--- config.mk ---
export PLATFORM = sky130hd
export DESIGN_NAME = recip_div_ctrl
export DESIGN_NICKNAME = d
export VERILOG_FILES = /design/src/rtl/fixp_pkg.sv /design/src/rtl/recip_div_ctrl.sv
export SDC_FILE = /design/constraint.sdc
export NUM_CORES = 2
export LEC_CHECK = 0
export ABC_AREA = 1
export CORE_MARGIN = 2
export CORE_UTILIZATION = 45
export DETAILED_ROUTE_END_ITERATION = 7
export PLACE_DENSITY = 0.62
export SLEW_MARGIN = 30
export SYNTH_ARGS = -nofsm -noshare
export SYNTH_HDL_FRONTEND = slang
export SYNTH_SLANG_ARGS = --single-unit
--- constraint.sdc ---
create_clock -name clk -period 18.3 [get_ports clk]
set_input_delay 2.745 -clock clk [delete_from_list [all_inputs] [get_ports clk]]
set_output_delay 2.745 -clock clk [all_outputs]
set_load 0.02 [all_outputs]
--- src/rtl/fixp_pkg.sv ---
// Shared fixed-point definitions for the divide controller and the reciprocal unit.
package fixp_pkg;
  localparam int DEF_W = 32;
  localparam int DEF_F = 16;

  localparam logic [DEF_W-1:0] ONE_QF = 32'h0001_0000;
  localparam logic [DEF_W-1:0] TWO_QF = 32'h0002_0000;

  localparam logic [2:0] ST_IDLE = 3'd0;
  localparam logic [2:0] ST_REQ  = 3'd1;
  localparam logic [2:0] ST_WAIT = 3'd2;
  localparam logic [2:0] ST_MUL  = 3'd3;
  localparam logic [2:0] ST_OUT  = 3'd4;
endpackage

--- src/rtl/recip_div_ctrl.sv ---
// Signed QF divide as num * recip(|den|); latency accept+1+D+1, one op in flight.
// Result is held in OUT until out_ready; in_ready only in IDLE.
module recip_div_ctrl
  import fixp_pkg::*;
#(
  parameter int W   = DEF_W,
  parameter int F   = DEF_F,
  parameter int TMO = 64
) (
  input  logic         clk,
  input  logic         rst,
  input  logic         in_valid,
  output logic         in_ready,
  input  logic [W-1:0] num_in,
  input  logic [W-1:0] den_in,
  output logic         rc_start,
  output logic [W-1:0] rc_x,
  input  logic         rc_done,
  input  logic [W-1:0] rc_inv,
  input  logic         rc_invalid,
  output logic         out_valid,
  input  logic         out_ready,
  output logic [W-1:0] quot,
  output logic         div_err,
  output logic         timeout
);
  localparam int CW = $clog2(TMO + 1);
  localparam logic [CW-1:0] CNT_LAST = CW'(TMO - 1);
  localparam logic [CW-1:0] CNT_ONE  = CW'(1);
  localparam logic [W-1:0]  ONE_LSB  = W'(1);
  localparam logic [W-1:0]  MAX_POS  = {1'b0, {(W-1){1'b1}}};
  localparam logic [W-1:0]  MIN_NEG  = {1'b1, {(W-1){1'b0}}};

  logic [2:0]    state;
  logic [W-1:0]  num_r;
  logic [W-1:0]  inv_r;
  logic          den_neg;
  logic [CW-1:0] wait_cnt;

  logic [W-1:0]   den_mag;
  logic           den_bad;
  logic [W-1:0]   num_mag;
  logic [2*W-1:0] prod;
  logic [2*W-1:0] mag;
  logic           res_neg;
  logic [W-1:0]   mul_res;

  assign in_ready  = (state == ST_IDLE);
  assign rc_start  = (state == ST_REQ);
  assign out_valid = (state == ST_OUT);

  always_comb begin
    den_mag = den_in[W-1] ? (~den_in + ONE_LSB) : den_in;
    den_bad = (den_in == '0) || (den_in == MIN_NEG);
  end

  // Magnitudes are treated as unsigned, so |-2^(W-1)| = 2^(W-1) stays exact.
  always_comb begin
    num_mag = num_r[W-1] ? (~num_r + ONE_LSB) : num_r;
    prod    = {{W{1'b0}}, num_mag} * {{W{1'b0}}, inv_r};
    mag     = prod >> F;
    res_neg = num_r[W-1] ^ den_neg;
    if (res_neg) begin
      if (mag > {{W{1'b0}}, MIN_NEG}) mul_res = MIN_NEG;
      else                            mul_res = ~mag[W-1:0] + ONE_LSB;
    end else begin
      if (mag > {{W{1'b0}}, MAX_POS}) mul_res = MAX_POS;
      else                            mul_res = mag[W-1:0];
    end
  end

  always_ff @(posedge clk or posedge rst) begin
    if (rst) begin
      state    <= ST_IDLE;
      num_r    <= '0;
      inv_r    <= '0;
      den_neg  <= 1'b0;
      wait_cnt <= '0;
      rc_x     <= '0;
      quot     <= '0;
      div_err  <= 1'b0;
      timeout  <= 1'b0;
    end else begin
      case (state)
        ST_IDLE: begin
          if (in_valid) begin
            num_r    <= num_in;
            den_neg  <= den_in[W-1];
            rc_x     <= den_mag;
            wait_cnt <= '0;
            if (den_bad) begin
              quot    <= '0;
              div_err <= 1'b1;
              timeout <= 1'b0;
              state   <= ST_OUT;
            end else begin
              state   <= ST_REQ;
            end
          end
        end
        ST_REQ: state <= ST_WAIT;
        ST_WAIT: begin
          wait_cnt <= wait_cnt + CNT_ONE;
          // A done landing on the last allowed cycle beats the timeout.
          if (rc_done) begin
            inv_r <= rc_inv;
            if (rc_invalid) begin
              quot    <= '0;
              div_err <= 1'b1;
              timeout <= 1'b0;
              state   <= ST_OUT;
            end else begin
              state   <= ST_MUL;
            end
          end else if (wait_cnt == CNT_LAST) begin
            quot    <= '0;
            div_err <= 1'b1;
            timeout <= 1'b1;
            state   <= ST_OUT;
          end
        end
        ST_MUL: begin
          quot    <= mul_res;
          div_err <= 1'b0;
          timeout <= 1'b0;
          state   <= ST_OUT;
        end
        ST_OUT: if (out_ready) state <= ST_IDLE;
        default: state <= ST_IDLE;
      endcase
    end
  end
endmodule
==> flow_metrics.py <==
metrics = {
    "worst_hold_path": {
        "holdCritStartpoint": "rc_x[27]",
        "hold_class": "reg2reg",
    },
    "detailed_routing": {
        "drt_wl_total_um": 156000,
        "vias": 36900,
        "drtIter0Drc": 3531,
        "dr.pass1.iters": 6,
        "viasPerCell": 5.40,
        "routedWlPerCell_um": 22.8,
        "drc_errors": 0,
        "ant_nets": 0,
    },
    "clock_network": {
        "cts-buffers-inserted": 17,
        "clockRootBuffer": "clkbuf_16",
        "ctsHoldBuffers": 0,
        "path_clk_slew_ps": 70,
        "cts_tree": "built",
        "post-cts-setup-buffers": 0,
        "clock_latency_ps": 480,
        "cts_buffer_depth": 2,
        "htree_levels": 4,
        "clkSinkCount": 141,
        "cts_resized": 0,
    },
    "cells_and_area": {
        "n_antenna_cell": 0,
        "n_fill_cell": 9302,
        "synthToLayoutAreaGrowth_pct": 8.47,
        "nets": 6827,
        "multi_input_area_mm2": 0.0329,
        "ff_latch_area_mm2": 0.00354,
        "drive_above_1_share_pct": 3.30,
    },
    "synth": {
        "yosysTopAreaCell": "fa_1",
        "ys_types": 49,
        "synthArstFlopShare_pct": 100,
        "ys_top_cells_by_area": "fa_1, nand2_1, inv_1",
        "syn_avg_cell_area_um2": 7.61,
        "ys_seq_elements": 141,
        "yosys-top-cells-count": "nand2_1, inv_1, fa_1",
        "yosysSeqAreaShare_pct": 8.39,
        "syn_inst": 5524,
        "netlist.area_leader.share_pct": 42.6,
        "synth_area_mm2": 0.0421,
        "synth_nets": 6786,
        "synth-edff-count": 0,
        "synth_most_common_cell": "nand2_1",
        "synth_warnings": 0,
        "synth-main-ff-cell": "dfrtp_1",
    },
    "sta": {
        "drv_slew": 0,
        "setup_tns_ps": 0,
        "finalSetupViolations": 0,
        "slew_headroom_pct": 27.3,
        "fin_crit_sh_pct": 63.0,
        "hold_violations": 0,
        "rsz0062_at_grt": "false",
        "tightest_slew_ps": 1090,
        "maxClockFrequency_ghz": 0.0868,
        "fin_skew_ps": 35.4,
        "finalCriticalPeriod_ps": 11520,
    },
    "setup_path": {
        "cp_slowest_stage_delay_ps": 800,
        "r2r_slack_ps": 6780,
        "start_kind": "flop",
        "path_class": "reg2reg",
        "path_common_cell": "fa_1",
        "worst_setup_path_end_kind": "flop",
        "required_ps": 18710,
        "startpoint": "num_r[1]",
        "crit_slowest_cell": "clkinv_1",
        "crit_fanout": 27,
        "r2r_start": "num_r[1]",
        "cp.arrival_ps": 11940,
    },
    "global_route": {
        "grt_pass1_vias": 38100,
        "grt_first_pass_wirelength_um": 237000,
        "grt_remaining_overflow": 0,
        "antenna_found_initial": 6,
        "grtUsageTotal_pct": 33.6,
        "grt_max_degree": 89,
    },
    "placed_design": {
        "portBuffers": 170,
        "dp_hpwl_um": 123000,
        "place.gp.congestion": 1.05,
    },
    "floorplanning": {
        "num_rows": 112,
        "die_x_um": 310,
        "dieArea_mm2": 0.0959,
        "ios": 171,
        "start_util_pct": 45.3,
        "die_h_um": 310,
        "core_mm2": 0.0929,
    },
    "status": {
        "run_status": "completed",
    },
    "run": {
        "cap_violations": 0,
    },
}
==> layout make-up <==
class	count	area share (%)
multi-input combinational	3890	72.1
clock buffer	18	0.941
inverter	1276	10.5
tap	1254	3.44
timing repair buffer	239	4.87
sequential	141	7.75
clock inverter	14	0.368
==> metal layers <==
metal / vias up / part of all wire (%) / global-route usage [%]
met1: 18400 / 39 / 44.1
met4: 4 / 5.1 / 13.6
met2: 1944 / 45 / 53.8
li1: 16100 / - / -
met3: 425 / 11 / 7.61
met5: - / 0.015 / 0
==> path summary, 6_finish.rpt <==
| check | endpoint | depth (start not counted) |
|---|---|---|
| worst max-delay path | quot[13] | 38 |
| worst min-delay path | rc_x[27] | 2 |
| worst max register to register | quot[13] | 38 |
| worst min register to register | rc_x[27] | 2 |
| max in group asynchronous | inv_r[27] | 3 |
| min in group asynchronous | rc_x[19] | 2 |
==> sequential cells by signal, indices dropped and copies added, names as in the netlist <==
register	count
num_r	32
timeout	1
state	3
inv_r	32
den_neg	1
div_err	1
wait_cnt	7
rc_x	32
quot	32
==> stage by stage <==
stage	setup slack [ps]	util [%]	cells	instance area (µm²)	hold WS [ps]
global placement	6670	48.4	6800	45000	467
CTS	6650	49.1	6832	45600	488
floorplan	9530	-	5524	42100	458
finish	6780	49.1	6832	45600	485
detailed placement	6730	48.4	6800	45000	465
global route	6200	49.1	6832	45600	498
==> critical path: cells and delay by family (launching register included) <==
family	cells	cell delay (ps)
xor gates and xnor gates	1	240
buffers and inverters	10	2060
AOI/OAI and AO/OA	2	440
and+or+nand+nor	15	3560
DFF	1	370
adders and majority gates	10	4750
==> cell families (layout without fill, tap and decap cells) <==
| kind of cell | count (synthesis) | in the layout | share of synthesized area (%) |
|---|---|---|---|
| and+or+nand+nor | 2380 | 2380 | 22.8 |
| buffers and inverters | 1493 | 1547 | 13.5 |
| adders and majority gates | 1160 | 1160 | 50.5 |
| AOI/OAI and AO/OA | 300 | 300 | 3.75 |
| DFF | 141 | 141 | 8.39 |
| xor gates and xnor gates | 50 | 50 | 1.06 |
==> cells in the final DEF (no fill, tap or decap), types with 4 or more instances in the layout <==
| cell type | n |
|---|---|
| dfrtp_1 | 135 |
| nand4_1 | 37 |
| xor2_1 | 29 |
| a21oi_1 | 100 |
| ha_1 | 265 |
| nand2_2 | 20 |
| buf_4 | 69 |
| o21ai_1 | 9 |
| nor3_2 | 4 |
| o21ai_0 | 159 |
| nor2_4 | 6 |
| clkdlybuf4s50_1 | 170 |
| o21bai_1 | 15 |
| clkbuf_16 | 17 |
| fa_1 | 895 |
| or2_2 | 7 |
| inv_8 | 6 |
| clkinv_1 | 16 |
| dfrtp_2 | 6 |
| inv_2 | 16 |
| nor4_1 | 8 |
| nor2_1 | 756 |
| xnor2_1 | 19 |
| nor3_1 | 36 |
| nor2_2 | 9 |
| nand2_1 | 1308 |
| inv_1 | 1242 |
| o31ai_1 | 4 |
| nand3_2 | 8 |
| nand3b_1 | 19 |
| nand3_1 | 151 |
Power is left out: the tool's default activity adds up to more than one toggle a clock period on the data nets, which glitch-free logic cannot reach.
